### src/rtl/icache_ro_pkg.sv
// Shared widths and FSM encoding for the read-only direct-mapped instruction cache.
package icache_ro_pkg;

  localparam int ADDR_W      = 32;
  localparam int WORD_W      = 32;
  localparam int LINE_WORDS  = 4;
  localparam int LINE_W      = WORD_W * LINE_WORDS;
  localparam int BYTE_OFF_W  = 2;
  localparam int OFFSET_W    = 2;
  localparam int LINE_ADDR_W = ADDR_W - BYTE_OFF_W - OFFSET_W;

  // Index/tag widths depend on the line count chosen at instantiation.
  function automatic int index_w(input int num_lines);
    return $clog2(num_lines);
  endfunction

  function automatic int tag_w(input int num_lines);
    return LINE_ADDR_W - $clog2(num_lines);
  endfunction

  typedef enum logic {
    ST_IDLE = 1'b0,
    ST_FILL = 1'b1
  } state_e;

endpackage

### src/rtl/icache_array.sv
// Tag/valid/data storage: one combinational read port, one full-line write port.
module icache_array
  import icache_ro_pkg::*;
#(
  parameter int NUM_LINES = 8,
  parameter int IDX_W     = 3,
  parameter int TAG_W     = 25
) (
  input  logic              clk,
  input  logic              rst_n,
  input  logic [IDX_W-1:0]  rd_idx_i,
  output logic              rd_valid_o,
  output logic [TAG_W-1:0]  rd_tag_o,
  output logic [LINE_W-1:0] rd_line_o,
  input  logic              wr_en_i,
  input  logic [IDX_W-1:0]  wr_idx_i,
  input  logic [TAG_W-1:0]  wr_tag_i,
  input  logic [LINE_W-1:0] wr_line_i
);

  logic [NUM_LINES-1:0] valid_q;
  logic [TAG_W-1:0]     tag_q  [NUM_LINES];
  logic [LINE_W-1:0]    data_q [NUM_LINES];

  always_ff @(posedge clk or negedge rst_n) begin
    if (!rst_n) begin
      valid_q <= '0;
    end else if (wr_en_i) begin
      valid_q[wr_idx_i] <= 1'b1;
    end
  end

  // Tag and data carry no reset; the valid bits alone qualify them.
  always_ff @(posedge clk) begin
    if (wr_en_i) begin
      tag_q[wr_idx_i]  <= wr_tag_i;
      data_q[wr_idx_i] <= wr_line_i;
    end
  end

  assign rd_valid_o = valid_q[rd_idx_i];
  assign rd_tag_o   = tag_q[rd_idx_i];
  assign rd_line_o  = data_q[rd_idx_i];

endmodule

### src/rtl/icache_ro.sv
// Read-only direct-mapped instruction cache: 0-cycle hits, blocking single-line fills.
module icache_ro
  import icache_ro_pkg::*;
#(
  parameter int NUM_LINES  = 8,
  parameter int LINE_WORDS = 4
) (
  input  logic                   clk,
  input  logic                   rst_n,
  input  logic                   proc_ren,
  input  logic                   proc_wen,
  input  logic [ADDR_W-1:0]      proc_addr,
  input  logic [WORD_W-1:0]      proc_wdata,
  output logic [WORD_W-1:0]      proc_rdata,
  output logic                   proc_stall,
  output logic                   mem_read,
  output logic                   mem_write,
  output logic [LINE_ADDR_W-1:0] mem_addr,
  output logic [LINE_W-1:0]      mem_wdata,
  input  logic [LINE_W-1:0]      mem_rdata,
  input  logic                   mem_ready
);

  localparam int IDX_W  = index_w(NUM_LINES);
  localparam int TAG_W  = tag_w(NUM_LINES);
  localparam int OFF_W  = $clog2(LINE_WORDS);
  localparam int IDX_LO = BYTE_OFF_W + OFF_W;

  state_e                 state_q;
  logic                   mem_read_q;
  logic [LINE_ADDR_W-1:0] mem_addr_q;

  logic [OFF_W-1:0]  req_off;
  logic [IDX_W-1:0]  req_idx;
  logic [TAG_W-1:0]  req_tag;
  logic              rd_valid;
  logic [TAG_W-1:0]  rd_tag;
  logic [LINE_W-1:0] rd_line;
  logic              hit;
  logic              miss;
  logic              fill_en;

  assign req_off = proc_addr[BYTE_OFF_W +: OFF_W];
  assign req_idx = proc_addr[IDX_LO +: IDX_W];
  assign req_tag = proc_addr[ADDR_W-1 -: TAG_W];

  // Writes, write data and byte-offset bits have no effect on a read-only cache.
  logic unused_ok;
  assign unused_ok = ^{proc_wen, proc_wdata, proc_addr[BYTE_OFF_W-1:0]};

  assign hit     = (state_q == ST_IDLE) && proc_ren && rd_valid && (rd_tag == req_tag);
  assign miss    = (state_q == ST_IDLE) && proc_ren && !hit;
  assign fill_en = (state_q == ST_FILL) && mem_ready;

  icache_array #(
    .NUM_LINES (NUM_LINES),
    .IDX_W     (IDX_W),
    .TAG_W     (TAG_W)
  ) u_array (
    .clk        (clk),
    .rst_n      (rst_n),
    .rd_idx_i   (req_idx),
    .rd_valid_o (rd_valid),
    .rd_tag_o   (rd_tag),
    .rd_line_o  (rd_line),
    .wr_en_i    (fill_en),
    .wr_idx_i   (mem_addr_q[IDX_W-1:0]),
    .wr_tag_i   (mem_addr_q[LINE_ADDR_W-1:IDX_W]),
    .wr_line_i  (mem_rdata)
  );

  always_ff @(posedge clk or negedge rst_n) begin
    if (!rst_n) begin
      state_q    <= ST_IDLE;
      mem_read_q <= 1'b0;
      mem_addr_q <= '0;
    end else begin
      case (state_q)
        ST_IDLE: begin
          if (miss) begin
            state_q    <= ST_FILL;
            mem_read_q <= 1'b1;
            mem_addr_q <= proc_addr[ADDR_W-1:IDX_LO];
          end
        end
        ST_FILL: begin
          if (mem_ready) begin
            state_q    <= ST_IDLE;
            mem_read_q <= 1'b0;
          end
        end
        default: begin
          state_q    <= ST_IDLE;
          mem_read_q <= 1'b0;
        end
      endcase
    end
  end

  assign proc_stall = (state_q == ST_FILL) || miss;
  assign proc_rdata = hit ? rd_line[req_off*WORD_W +: WORD_W] : '0;
  assign mem_read   = mem_read_q;
  assign mem_addr   = mem_addr_q;
  assign mem_write  = 1'b0;
  assign mem_wdata  = '0;

endmodule

### config.mk
export PLATFORM = sky130hd
export DESIGN_NAME = icache_ro
export DESIGN_NICKNAME = d
export VERILOG_FILES = /design/src/rtl/icache_ro_pkg.sv /design/src/rtl/icache_array.sv /design/src/rtl/icache_ro.sv
export SDC_FILE = /design/constraint.sdc
export NUM_CORES = 1
export LEC_CHECK = 0
export ABC_AREA = 1
export CAP_MARGIN = 30
export CELL_PAD_IN_SITES_DETAIL_PLACEMENT = 1
export CELL_PAD_IN_SITES_GLOBAL_PLACEMENT = 1
export CORE_ASPECT_RATIO = 1.4
export CORE_MARGIN = 2
export CORE_UTILIZATION = 43
export DETAILED_ROUTE_END_ITERATION = 8
export PLACE_DENSITY_LB_ADDON = 0.15
export SETUP_SLACK_MARGIN = 0.02
export SYNTH_ARGS = -nofsm -noshare
export SYNTH_HDL_FRONTEND = slang
export SYNTH_SLANG_ARGS = --single-unit
### constraint.sdc
create_clock -name clk -period 7.6 [get_ports clk]
set_input_delay 0.76 -clock clk [delete_from_list [all_inputs] [get_ports clk]]
set_output_delay 0.76 -clock clk [all_outputs]
set_load 0.02 [all_outputs]
**After elaboration in Yosys (flattened, before gate mapping)**

Memory sizes are Yosys's and may differ from the RTL's.
Cells that the tools add are included.

- Register bits: 38
- Memory bits (writable): 1,224
- Input port bits: 197
- Word-level logic and storage cells: 38
- Memories: 2

- Order comparisons: 3
- Equality and inequality tests: 3
- Shifts and indexed selects: 1
- Multiplexer cells: 13
- Bitwise logic cells: 2
- Reduce and logical (&&, ||, !) cells: 10

Memory list:

| memory | words | width | read ports | clocked after Yosys merged registers in | wr ports | line | RTL |
|---|---|---|---|---|---|---|---|
| u_array.data_q | 8 | 128 | 1 | 0 | 1 | icache_array.sv:23 | `logic [LINE_W-1:0] data_q [NUM_LINES];` |
| u_array.tag_q | 8 | 25 | 1 | 0 | 1 | icache_array.sv:22 | `logic [TAG_W-1:0] tag_q [NUM_LINES];` |

Operator list:

| cell | number |
|---|---|
| $shiftx 128x8->32 | 1 |
| $mux 32 | 1 |
| $eq 25x25->1 | 1 |
| $lt 3x4->1 const B | 2 |
| $mux 1 | 8 |
| $or 8x8->8 | 1 |
| $logic_and 1x1->1 | 6 |
| $ne 2x2->1 const B | 2 |
| $pmux 1 s2 | 2 |
| $reduce_and 2->1 | 2 |
| $bmux 1 s3 | 1 |
| $demux 1 s3 | 1 |
| $ge 3x1->1 const B | 1 |
| $logic_not 1->1 | 1 |
| $logic_or 1x1->1 | 1 |
| $not 1->1 | 1 |

**Logic depth before layout (Yosys ltp)**

- Depth after elaboration: 8
- Depth in mapped cells: 20

**Hierarchy**

A second synthesis with hierarchy kept.

- Cell total of the unflattened synthesis: 6,002
- Area total of the unflattened synthesis: 57,765.4 um2

Modules (own cells, without submodules):

| module | instances | cells an instance | area each (um2) |
|---|---|---|---|
| icache_array | 1 | 5,348 | 53,552.6 |
| icache_ro | 1 | 654 | 4,212.8 |

**Least setup slack after synthesis**

OpenSTA, ideal clock, no wires.

- Path kind: input port to flip-flop
- Start: input port mem_ready
- End: register u_array.valid_q[0]
- Arrival: 8.163 ns
- Setup slack: -0.669 ns
- Cell stages on the path: 4
- Buffers on the path: 0
- Path through: nand2_1 > or2_2 > nor2_1 > or2_2

- Cells in the longest elaborated chain, start to end: 1

Ends and longest elaborated chain:

| element | line | RTL |
|---|---|---|
| start: declaration | icache_ro.sv:21 | `input logic mem_ready` |
| $logic_and 1x1->1 | icache_ro.sv:53 | `assign fill_en = (state_q == ST_FILL) && mem_ready;` |
| end signal: assignment | icache_array.sv:27 | `valid_q <= '0;` |
| end signal: indexed assignment | icache_array.sv:29 | `valid_q[wr_idx_i] <= 1'b1;` |
| end: declaration | icache_array.sv:21 | `logic [NUM_LINES-1:0] valid_q;` |

No other way between the ends.
A chain may end at the register's enable or synchronous reset.

**Worst setup path in the final report**

- Start: input port proc_addr[4]
- End: output port proc_rdata[28]

- Cells in the longest elaborated chain, start to end: 5
- Elaborated cells on any way between the ends: 9
- Those cells by class: 1 x eq/ne; 1 x shift; 3 x mux; 2 x reduce/logical; 2 x memory

Ends and longest elaborated chain:

| element | line | RTL |
|---|---|---|
| start: declaration | icache_ro.sv:12 | `input logic [ADDR_W-1:0] proc_addr,` |
| branches (longest 4 deep; another with $mem_v2 8x128) | n/a |  |
| $mux 32 (*) | icache_ro.sv:101 | `assign proc_rdata = hit ? rd_line[req_off*WORD_W +: WORD_W] : '0;` |
| end: declaration | icache_ro.sv:14 | `output logic [WORD_W-1:0] proc_rdata,` |

Mark *: on every way between the ends. The select of a mux whose other input is x is not followed.

==> flow_summary.ini <==
[status]
outcome = finished clean

[sta]
layout_worst_path_cycle_share = 0.763
relSlewSlack = 0.218
worst_clock_skew_ps = 21.6
worst_pin_slew_ps = 1170
setup_viol_count_final = 0
layout_min_cycle_time_ps = 5800
timing.hold.ws_ps = 390
hold_viol_final = 0
rsz0062_at_grt = false
final.setup.tns_ps = 0
clock.fmax_ghz = 0.172
final_max_slew_viol_count = 0

[worst_setup_path]
rr_worst_depth = 5
cp_data_arrival_time_ps = 5040
worst_setup_path_start_kind = input pin
crit_path_max_incr_delay_ps = 780
endpoint_kind = primary output
worstPathCellList = buf_8, buf_12, nand2_1, nand3_1, nand3_1, nand3_1, nand3_1, nor3_1, nand2_2, nor3_1, clkdlybuf4s50_1
required_ps = 6840
cp_max_fo = 186
crit_path_frequent_cell = nand3_1
critPathSlowestCell = nor3_1
rr_endpoint = u_array.data_q[6][33]
reg2reg_slack_ps = 4400
path_class = in2out
reg2reg_from = state_q

[grt]
grt_pass1_wl_um = 230000
grt-ovfl-total = 0
grt_pass1_vias = 35500
grt_max_degree = 194
grtUsageMet1 = 0.306
met2_usage = 0.440
antenna_found_initial = 25
busiest_layer = met2
use_met3 = 0.0430
grt_usage = 0.250

[pwr]
peakVddDrop_v = 0.000229
p_per_area_nw_per_um2 = 264
leakage_nw = 21.5

[yosys]
ys_warn_count = 0
syn_avg_cell_area_um2 = 11.9
synth-seq-area-share = 0.721
synth_top_area_share = 0.702
postSynthCellCount = 4405
synth_top_area_cell = edfxtp_1
synth_top_family_by_area = simple AND/OR/NAND/NOR gates
synth_simple_gate_area_frac = 0.177
muxShareOfSynthArea = 0
synthesis.area_um2 = 52300
yosysUniqueCellTypes = 27
synth-adder-area-share = 0
synth-xor-area-share = 0
ys_top_cells_by_area = edfxtp_1, nand2_1, nand3_1, a21oi_1, buf_4
synth_compound_area_frac = 0.0459
ys_ff_latch = 1262

[placed_design]
post-dp-hpwl_um = 88400
gp_congestion = 0.796
portBuffers = 223

[detailed_routing]
drt_first_pass_iters = 5
vias = 34400
viasPerCell = 5.49
drt_iter0_drc = 2104
antenna_left = 0
drcViolationCount = 0
wl_per_cell_um = 25.0
drt-total-wl_um = 157000

[final_layout]
area_growth_pct = 13.7
drive_gt1_frac = 0.0557
utilization = 0.492
final_nets = 4741
fillerInstances = 12500

[floorplanning]
design.die.area_um2 = 125000
core_area_um2 = 121000
start_util = 0.433
fp.dieW_um = 299
die_h_um = 417
pin_count = 388
rows = 151

[clocking]
clock_sinks = 1262
cts_inserted_buffers = 130
clock-root-buffer = clkbuf_16
cts.repair.resized = 0
clock_latency_ps = 760
clock_path_buffers = 3
cts_tree = yes
htreeDepth = 4
clk_pin_slew_ps = 60

[flow_run]
cap_violations = 0

[min_path]
holdCritPathClass = in2async
## synth_stat cells, drive strengths merged
cell type	instances
dfrtp	38
clkbuf	68
buf	335
a22oi	100
o21ai	46
o221ai	5
o22ai	3
nand3b	14
conb	1
nand3	716
nor2	96
nor3	34
inv	146
or2	36
o211ai	5
nand4	5
a21oi	264
nand2	1269
edfxtp	1224
## final cells by class
class	count	area, um^2	share of cell area
clock buffers	175	3560	0.0598
multi-input cells	2722	12200	0.205
well taps	1606	2010	0.0338
clock inverters	62	561	0.00942
diodes	7	17.5	0.000294
inverters	146	568	0.00955
flip-flops and latches	1262	37700	0.634
repair buffers	282	2880	0.0485
## critical path, delay by kind of cell
| kind | cells | cell delay, ps |
|---|---|---|
| buf+inv | 3 | 1710 |
| simple gates | 8 | 2270 |
## registers in the layout (all words and copies together) (netlist names)
name	flops
state_q	1
mem_read	1
u_array.tag_q	200
u_array.valid_q	8
u_array.data_q	1024
mem_addr	28
## per-stage QoR
stage	cell area [um^2]	setup WS, ps	instances	total power (W)
finish	59500	1800	6262	0.0157
global placement	55300	1870	6015	0.00958
global route	59500	1610	6259	0.0162
CTS	59500	1840	6255	0.0158
floorplan	52800	-669	4533	0.00906
detailed placement	55400	1830	6017	0.00963
## how the worst max path moves through the flow
stage / from / endpoint
after floorplan: mem_ready / u_array.valid_q[0]
after global placement: proc_addr[4] / proc_rdata[28]
after detailed placement: proc_addr[4] / proc_rdata[28]
after CTS: proc_addr[4] / proc_rdata[28]
after global routing: proc_addr[4] / proc_rdata[28]
final: proc_addr[4] / proc_rdata[28]
## cell usage in the layout (no fill, tap or decap), types with 12 or more instances in the layout
cell type,count
clkinv_2,17
or2_1,15
clkbuf_16,135
o21ai_1,12
o21ai_0,34
nand2_1,1268
nor3_1,33
clkinv_1,26
clkdlybuf4s50_1,217
edfxtp_1,1224
inv_1,142
nand3_1,715
conb_1,129
clkbuf_1,37
or2_0,16
nor2_1,87
dfrtp_1,38
buf_4,43
a22oi_1,100
buf_12,15
a21oi_1,264
nand3b_1,14
## cell families after synthesis
logic type,count (synthesis)
compound gates,423
buf+inv,549
flops,1262
other cells,1
simple gates,2170
## routing by layer
metal  share of wire  vias up
li1                -    15600
met1            0.41    17700
met2            0.51      811
met3           0.047      280
met4           0.034       22
met5         0.00091        -
## where the power goes
group | internal, W | switching, W
Sequential | 0.00797 | 0.000141
Clock | 0.00357 | 0.00267
Combinational | 0.000382 | 0.000983
Total | 0.0119 | 0.00379
## what timing repair did
item	4_1_cts	5_1_grt
hold endpoints to repair	6	0
hold buffers	1	0
setup buffers	0	0
Note: power is estimated with default switching activity, not from simulation.
